$ cat src/rtl/rtype_pkg.sv
// Shared constants for the R-type sequencer: states, opcode/funct codes, field ranges.
package rtype_pkg;

    localparam int unsigned STATE_W = 3;

    localparam logic [2:0] IDLE = 3'd0;
    localparam logic [2:0] READ = 3'd1;
    localparam logic [2:0] EXEC = 3'd2;
    localparam logic [2:0] WB   = 3'd3;
    localparam logic [2:0] DONE = 3'd4;

    localparam logic [5:0] OPC_RTYPE  = 6'h00;

    localparam logic [5:0] FUNCT_SLL  = 6'h00;
    localparam logic [5:0] FUNCT_SRL  = 6'h02;
    localparam logic [5:0] FUNCT_ADD  = 6'h20;
    localparam logic [5:0] FUNCT_ADDU = 6'h21;
    localparam logic [5:0] FUNCT_SUB  = 6'h22;
    localparam logic [5:0] FUNCT_SUBU = 6'h23;
    localparam logic [5:0] FUNCT_AND  = 6'h24;
    localparam logic [5:0] FUNCT_OR   = 6'h25;
    localparam logic [5:0] FUNCT_NOR  = 6'h27;
    localparam logic [5:0] FUNCT_SLT  = 6'h2A;

    localparam int unsigned OPC_MSB   = 31;
    localparam int unsigned OPC_LSB   = 26;
    localparam int unsigned RS_MSB    = 25;
    localparam int unsigned RS_LSB    = 21;
    localparam int unsigned RT_MSB    = 20;
    localparam int unsigned RT_LSB    = 16;
    localparam int unsigned RD_MSB    = 15;
    localparam int unsigned RD_LSB    = 11;
    localparam int unsigned SHAMT_MSB = 10;
    localparam int unsigned SHAMT_LSB = 6;
    localparam int unsigned FUNCT_MSB = 5;
    localparam int unsigned FUNCT_LSB = 0;

endpackage

$ cat src/rtl/rtype_exec_ctrl_funct_check.sv
// Combinational legality decode: R-type opcode with a supported funct.
module rtype_funct_check
    import rtype_pkg::*;
(
    input  logic [5:0] opcode,
    input  logic [5:0] funct,
    output logic       legal_c
);

    // Only the listed R-type functions are executed; everything else is rejected.
    always_comb begin
        legal_c = 1'b0;
        if (opcode == OPC_RTYPE) begin
            case (funct)
                FUNCT_ADD, FUNCT_ADDU, FUNCT_SUB, FUNCT_SUBU,
                FUNCT_AND, FUNCT_OR, FUNCT_NOR, FUNCT_SLT,
                FUNCT_SLL, FUNCT_SRL: legal_c = 1'b1;
                default:              legal_c = 1'b0;
            endcase
        end
    end

endmodule

$ cat src/rtl/rtype_exec_ctrl.sv
// Multi-cycle R-type sequencer: accept, read RF, run ALU, write back, report done.
module rtype_exec_ctrl
    import rtype_pkg::*;
#(
    parameter int unsigned EXEC_CYCLES = 1,
    parameter bit          SKIP_R0_WB  = 1'b1
) (
    input  logic        clk,
    input  logic        rst,
    input  logic        instr_valid,
    output logic        instr_ready,
    input  logic [31:0] instr,
    output logic [4:0]  rf_raddr1,
    output logic [4:0]  rf_raddr2,
    input  logic [31:0] rf_rdata1,
    input  logic [31:0] rf_rdata2,
    output logic [31:0] alu_src1,
    output logic [31:0] alu_src2,
    output logic [5:0]  alu_funct,
    output logic [4:0]  alu_shamt,
    input  logic [31:0] alu_result,
    input  logic        alu_zero,
    input  logic        alu_carry,
    output logic        rf_we,
    output logic [4:0]  rf_waddr,
    output logic [31:0] rf_wdata,
    output logic        done,
    output logic        illegal,
    output logic [31:0] result,
    output logic        zero,
    output logic        carry
);

    localparam int unsigned CNT_W   = 4;
    localparam int unsigned KEEP_W  = 26;
    localparam logic [CNT_W-1:0] CNT_LAST = CNT_W'(EXEC_CYCLES - 1);

    logic [STATE_W-1:0] state_q, state_d;
    logic [KEEP_W-1:0]  instr_q, instr_d;
    logic [31:0]        op1_q, op1_d, op2_q, op2_d;
    logic [31:0]        result_q, result_d;
    logic [CNT_W-1:0]   cnt_q, cnt_d;
    logic               zero_q, zero_d, carry_q, carry_d;
    logic               rej_q, rej_d;
    logic               ready_q, ready_d;
    logic               we_q, we_d;
    logic               done_q, done_d;
    logic               illegal_q, illegal_d;
    logic               legal_c;

    // Opcode is only needed at the accept edge, so it is decoded from the port.
    rtype_funct_check u_funct_check (
        .opcode  (instr[OPC_MSB:OPC_LSB]),
        .funct   (instr[FUNCT_MSB:FUNCT_LSB]),
        .legal_c (legal_c)
    );

    // Next-state, datapath captures and registered strobes.
    always_comb begin
        state_d   = state_q;
        instr_d   = instr_q;
        op1_d     = op1_q;
        op2_d     = op2_q;
        result_d  = result_q;
        zero_d    = zero_q;
        carry_d   = carry_q;
        cnt_d     = cnt_q;
        rej_d     = rej_q;

        case (state_q)
            IDLE: begin
                if (instr_valid && ready_q) begin
                    instr_d = instr[KEEP_W-1:0];
                    rej_d   = ~legal_c;
                    state_d = legal_c ? READ : DONE;
                end
            end
            READ: begin
                op1_d   = rf_rdata1;
                op2_d   = rf_rdata2;
                cnt_d   = '0;
                state_d = EXEC;
            end
            EXEC: begin
                if (cnt_q == CNT_LAST) begin
                    result_d = alu_result;
                    zero_d   = alu_zero;
                    carry_d  = alu_carry;
                    state_d  = WB;
                end else begin
                    cnt_d = cnt_q + 4'd1;
                end
            end
            WB:      state_d = DONE;
            DONE:    state_d = IDLE;
            default: state_d = IDLE;
        endcase

        ready_d   = (state_d == IDLE);
        we_d      = (state_d == WB) &&
                    !(SKIP_R0_WB && (instr_q[RD_MSB:RD_LSB] == 5'd0));
        done_d    = (state_d == DONE);
        illegal_d = (state_d == DONE) && rej_d;
    end

    // State and datapath registers with synchronous reset.
    always_ff @(posedge clk) begin
        if (rst) begin
            state_q   <= IDLE;
            instr_q   <= '0;
            op1_q     <= '0;
            op2_q     <= '0;
            result_q  <= '0;
            zero_q    <= 1'b0;
            carry_q   <= 1'b0;
            cnt_q     <= '0;
            rej_q     <= 1'b0;
            ready_q   <= 1'b1;
            we_q      <= 1'b0;
            done_q    <= 1'b0;
            illegal_q <= 1'b0;
        end else begin
            state_q   <= state_d;
            instr_q   <= instr_d;
            op1_q     <= op1_d;
            op2_q     <= op2_d;
            result_q  <= result_d;
            zero_q    <= zero_d;
            carry_q   <= carry_d;
            cnt_q     <= cnt_d;
            rej_q     <= rej_d;
            ready_q   <= ready_d;
            we_q      <= we_d;
            done_q    <= done_d;
            illegal_q <= illegal_d;
        end
    end

    assign instr_ready = ready_q;
    assign rf_raddr1   = instr_q[RS_MSB:RS_LSB];
    assign rf_raddr2   = instr_q[RT_MSB:RT_LSB];
    assign alu_funct   = instr_q[FUNCT_MSB:FUNCT_LSB];
    assign alu_shamt   = instr_q[SHAMT_MSB:SHAMT_LSB];
    assign rf_waddr    = instr_q[RD_MSB:RD_LSB];
    assign alu_src1    = op1_q;
    assign alu_src2    = op2_q;
    assign rf_wdata    = result_q;
    assign rf_we       = we_q;
    assign done        = done_q;
    assign illegal     = illegal_q;
    assign result      = result_q;
    assign zero        = zero_q;
    assign carry       = carry_q;

endmodule

$ cat config.mk
export PLATFORM = sky130hd
export DESIGN_NAME = rtype_exec_ctrl
export DESIGN_NICKNAME = d
export VERILOG_FILES = /design/src/rtl/rtype_pkg.sv /design/src/rtl/rtype_exec_ctrl_funct_check.sv /design/src/rtl/rtype_exec_ctrl.sv
export SDC_FILE = /design/constraint.sdc
export NUM_CORES = 1
export LEC_CHECK = 0
export BUFFER_PORTS_ARGS = -buffer_cell sky130_fd_sc_hd__buf_4
export CORE_AREA = 2 2 114 116
export DETAILED_ROUTE_END_ITERATION = 16
export DIE_AREA = 0 0 116 118
export PLACE_DENSITY = 0.79
export SLEW_MARGIN = 0
export SYNTH_ARGS = -nofsm -noshare
export SYNTH_HDL_FRONTEND = slang
export SYNTH_SLANG_ARGS = --single-unit
$ cat constraint.sdc
create_clock -name clk -period 6.2 [get_ports clk]
set_input_delay 0.31 -clock clk [delete_from_list [all_inputs] [get_ports clk]]
set_output_delay 0.31 -clock clk [all_outputs]
set_load 0.02 [all_outputs]
**Word level (Yosys, flattened, before mapping)**

Cells that the tools add are included.

- Bits in registers: 136
- Bits of input ports: 133
- Logic and storage cells: 55

- Add/subtract/negate cells: 1
- Equality and inequality tests: 15
- Multiplexer cells: 10
- Bitwise logic cells: 1
- Reductions and logical operators: 15

Operators with widths:

| cell | count |
|---|---|
| $eq A6 B6 Y1 const B | 8 |
| $logic_not A6 Y1 | 2 |
| $pmux W3 S4 | 1 |
| $reduce_or A10 Y1 | 1 |
| $eq A3 B2 Y1 const B | 3 |
| $mux W3 | 3 |
| $pmux W4 S2 | 1 |
| $eq A6 B2 Y1 const B | 1 |
| $logic_not A3 Y1 | 2 |
| $reduce_and A2 Y1 | 3 |
| $logic_not A5 Y1 | 1 |
| $add A4 B1 Y4 const B | 1 |
| $logic_not A4 Y1 | 1 |
| $mux W1 | 4 |
| $mux W4 | 1 |
| $eq A3 B1 Y1 const B | 1 |
| $eq A3 B3 Y1 const B | 1 |
| $logic_and A1 B1 Y1 | 3 |
| $ne A2 B2 Y1 const B | 1 |
| $reduce_bool A2 Y1 | 1 |
| $logic_not A1 Y1 | 1 |
| $not A1 Y1 | 1 |

**Depth between registers and ports, before layout**

- Depth after elaboration: 9
- Gate-level depth with buffers: 8
- Gate-level depth less buffers: 6

**Cells and area by module**

From an unflattened synthesis, not the netlist that was laid out.

- Cells, all modules: 652
- Area, all modules: 5271.3 sq um

By module, submodules not included:

| module | times used | cells an instance | area an instance (sq um) | sequential area each (sq um) |
|---|---|---|---|---|
| rtype_exec_ctrl | 1 | 644 | 5220.0 | 2722.6 |
| rtype_funct_check | 1 | 8 | 51.3 | 0.0 |

**Least setup slack after synthesis**

No wires, ideal clock.

- Path type: flip-flop to flip-flop
- Start: register cnt_q[0]
- End: register result_q[23] (netlist: result[23])
- Arrival time: 1820 ps
- Data required time: 6068 ps
- Path slack: 4248 ps
- Stages on the path, launching flop included: 9
- Path buffers: 2
- Cells stage by stage: dfxtp_1 -> inv_1 -> ha_1 -> or3b_4 -> or4b_4 -> buf_6 -> buf_6 -> nand2_2 -> a21oi_1

- Longest elaborated chain between the ends: 2

Ends and longest elaborated chain:

| item | RTL line | text |
|---|---|---|
| start, declared | rtype_exec_ctrl.sv:42 | `logic [CNT_W-1:0] cnt_q, cnt_d;` |
| start signal, assigned | rtype_exec_ctrl.sv:130 | `cnt_q <= cnt_d;` |
| $logic_not A4 Y1 | rtype_exec_ctrl.sv:85 | `if (cnt_q == CNT_LAST) begin` |
| $reduce_and A2 Y1 (no source line) | n/a |  |
| end signal, assigned | rtype_exec_ctrl.sv:127 | `result_q <= result_d;` |
| end, declared | rtype_exec_ctrl.sv:41 | `logic [31:0] result_q, result_d;` |

Every way passes these cells.
A chain may end at the register's enable or synchronous reset.

**Worst setup path after layout**

- Start: register state_q[0]
- End: register state_q[0]

- Longest elaborated chain between the ends: 2
- Elaborated cells between the ends (all ways): 7
- Those cells by class: eq/ne: 3; mux: 3; reduce/logical: 1

Ends and longest elaborated chain:

| item | RTL line | text |
|---|---|---|
| start, declared | rtype_exec_ctrl.sv:38 | `logic [STATE_W-1:0] state_q, state_d;` |
| start signal, assigned | rtype_exec_ctrl.sv:123 | `state_q <= state_d;` |
| $eq A3 B2 Y1 (tied with other cells) | rtype_exec_ctrl.sv:70 | `case (state_q)` |
| $pmux W3 S4 * | rtype_exec_ctrl.sv:70 |  |

Mark *: on every way between the ends. The rest lies on a longest branch, timed or not.

==> summary.log <==
INFO  timing         unrepaired_setup_endpoints_after_global_routing=no
INFO  min_path       hold_path_depth=3
INFO  setup_path     family_with_the_most_delay_on_the_worst_path=simple AND/OR/NAND/NOR gates
INFO  global_routing global_route.usage.total=20.1%
INFO  setup_path     worstReg2RegEnd=state_q[0]
INFO  die            floorplan.die_area=13700µm²
INFO  clock_tree     cts.sinks=136
INFO  timing         timing_max_transition_violations_final=0
INFO  clock_tree     cts_hold_buffers=0
INFO  setup_path     critPathMaxFanout=28
INFO  timing         worst_clock_skew=4.31ps
INFO  timing         fin_tns_setup=0ps
INFO  setup_path     buffers_and_inverters_on_the_worst_path=0
INFO  routing        number_of_vias_after_detailed_routing=4990
INFO  pwr            seq_power_share=44.7%
INFO  routing        route.detailed.drc=0
INFO  die            die_y=118µm
INFO  die            core-area=12400µm²
INFO  pwr            max-vdd-ir-drop=0.157mV
INFO  min_path       worst_hold_path_type=in -> reg
INFO  setup_path     ff2ff_path_depth=3
INFO  setup_path     worst_path_max_delay_cell=or4_1
INFO  logic_synthesis synthDominantAreaCellType=dfxtp_1
INFO  final_layout   area_growth=50.7%
INFO  pwr            int_pwr=1.58mW
INFO  logic_synthesis synth_seq_cells=136
INFO  timing         slew_of_the_pin_with_the_lowest_slew_margin=892ps
INFO  logic_synthesis synth_top_cells_by_count=nand2_1, dfxtp_1, a21oi_1
INFO  clock_tree     cts_max_path_buffers=2
INFO  timing         report.final.setup_viol=0
INFO  global_routing grt_pass1_wl=21900µm
INFO  logic_synthesis asyncSetResetFlopFracSynth=0%
INFO  logic_synthesis synth.most_common_cell=nand2_1
INFO  logic_synthesis ys.flop_type=dfxtp_1
INFO  setup_path     worst-setup-path-type=reg -> reg
INFO  global_routing pin_count_of_the_biggest_net_entering_global_routing=83
INFO  clock_tree     worst_skew_pair_later_pin_latency=400ps
INFO  clock_tree     total_cts_buffers=17
INFO  pwr            share_comb_of_total_power=7.5%
INFO  setup_path     worstPathArrival=2550ps
INFO  clock_tree     clkTransAtPathRegs=50ps
INFO  final_layout   finalInstanceArea=7700µm²
INFO  global_routing grt_pass1_vias=4525
INFO  logic_synthesis netlist_instances=636
INFO  logic_synthesis yosysSeqAreaShare=53.3%
INFO  final_layout   antenna_cells_inserted=0
INFO  min_path       hold_end=alu_src2[15]
INFO  pwr            power_density=261nW/µm²
INFO  global_routing globalRouteOverflowTotal=0
INFO  setup_path     crit-reg2reg-launch=state_q[0]
INFO  placed_design  gp_routability_congestion=0.751
INFO  routing        ant_nets=0
INFO  placed_design  place_worst_setup_slack=3970ps
INFO  final_layout   final_layout_size_suffix_gt1_share=38.5%
INFO  logic_synthesis number_of_warning_messages_in_the_yosys_log=0
INFO  setup_path     cp-start-kind=flop
INFO  timing         final.period_utilization=35.8%
INFO  placed_design  detailedPlacementHpwl=9930µm
INFO  routing        detailedRoute.firstPassIterationCount=4
INFO  logic_synthesis synth.area.top_cells=dfxtp_1, nand2_1, a21oi_1
INFO  setup_path     timing.critical_path.cells=or4_1 > or3_1 > a21oi_2
INFO  pwr            leakage=3.32nW
INFO  placed_design  number_of_buffers_inserted_by_port_buffering=292
INFO  setup_path     worst_setup_path_end_kind=flop
INFO  clock_tree     cts_tree=built
INFO  routing        routedWlPerCell=13.4µm
INFO  timing         fmaxAchievable=450MHz
INFO  logic_synthesis synth_enable_flop_cells=0
INFO  die            placement_rows=41
INFO  logic_synthesis syn_nets=771
INFO  die            initial_core_util=41.2%
INFO  routing        totalWireLength=14300µm
INFO  pwr            power.switching=0.427mW
INFO  logic_synthesis post_synth_num_cell_types=36
INFO  logic_synthesis cell_area_after_technology_mapping=5110µm²
INFO  routing        drt-initial-drc-count=309
INFO  routing        routed_via_density=4.70
INFO  clock_tree     master_cell_of_the_clock_root_buffer=clkbuf_16
INFO  setup_path     required_time_at_the_worst_slack_endpoint=6530ps
INFO  job            maximum_capacitance_violations=0
INFO  timing         final.setup.worst_slack=3980ps
INFO  timing         period_needed=2220ps
INFO  pwr            power.switching_fraction=21.2%
INFO  global_routing grt_antenna_before_repair=0
INFO  outcome        status=finished clean
INFO  placed_design  detailed_place.area=7120µm²
INFO  clock_tree     cts-resized-gates=0
INFO  pwr            clock_power_share=47.8%
INFO  timing         relSlewSlack=40.5%
INFO  final_layout   final_nets=1012
INFO  pwr            report.power.total=2.01mW
INFO  clock_tree     cts_max_level=4
INFO  logic_synthesis synth_top_area_share=53.3%
INFO  setup_path     slowest_delay=1000ps
INFO  timing         final_hold_viol_count=0
INFO  die            die_w=116µm
INFO  logic_synthesis synth_area_per_cell=8.04µm²
INFO  min_path       hp-start=rf_rdata2[15]
INFO  die            floorplan.io_pins=293
INFO  setup_path     reg2reg_slack=3980ps
INFO  clock_tree     postCtsSetupRepairBufs=0
## registers in the layout (all words and copies together), names as in the netlist, 3 cells and up
signal	count
cnt_q	4
instr_q	26
state_q	3
alu_src2	32
result	32
alu_src1	32
## per-stage QoR
step                hold slack [ps]  util, %  cells
global placement                442     57.4   1030
floorplan                       446        -    636
detailed placement              447     57.4   1030
global route                    139     62.0   1062
CTS                             135     62.0   1062
finish                          156     62.0   1062
## cells by family (layout without fill, tap and decap cells)
family          count (synthesis)  count (layout)  share of synthesized area (%)
fa+ha+maj                       2               2                          0.490
simple gates                  281             281                           23.0
mux                             2               2                          0.392
compound gates                136             136                           13.7
xor+xnor                        2               2                          0.343
buf+inv                        77             331                           8.81
flops                         136             136                           53.3
## final cells by class
type	instances	area, µm²
timing repair buffer	297	2230
clock buffer	25	515
inverter	2	7.51
sequential	136	2720
multi-input combinational	423	1950
clock inverter	7	65.1
tap	172	215
fill	1151	4710
## power groups by stage
| stage | Clock, mW | Sequential, mW | Combinational [mW] |
|---|---|---|---|
| finish | 0.961 | 0.898 | 0.151 |
| global route | 1.02 | 0.899 | 0.163 |
| CTS | 0.984 | 0.898 | 0.152 |
| detailed placement | 0 | 0.916 | 0.152 |
| global placement | 0 | 0.916 | 0.151 |
| floorplan | 0 | 0.931 | 0.0419 |
## worst min-delay path: stages
cell	delay [ps]
buf_4	110
nand2_1	40
a21oi_1	50
## layout by cell type, fill, tap and decap left out, types with 4 or more instances in the layout
cell type	netlist	final
nor2_1	8	8
clkinv_2	0	4
dfxtp_1	136	136
a21oi_1	127	127
clkbuf_16	0	17
buf_4	32	297
nand2_1	243	242
nor3_1	5	5
nand2_2	8	9
clkbuf_8	0	6
## routing by layer
layer	up-vias	global-route usage, %	routed length (µm)
li1	2507	-	-
met1	2287	24.0	5830
met2	176	33.9	7150
met3	20	5.92	1020
met4	0	7.07	276
met5	-	0	0
## how the worst max path moves through the flow
stage	start	to	cells past startpoint
2_1_floorplan	cnt_q[0]	result[23]	8
3_3_place_gp	state_q[0]	state_q[0]	3
3_5_place_dp	state_q[0]	rf_we	3
4_1_cts	state_q[0]	state_q[0]	3
5_1_grt	state_q[0]	state_q[0]	3
6_report	state_q[0]	state_q[0]	3
(Power assumes the default switching activity.)
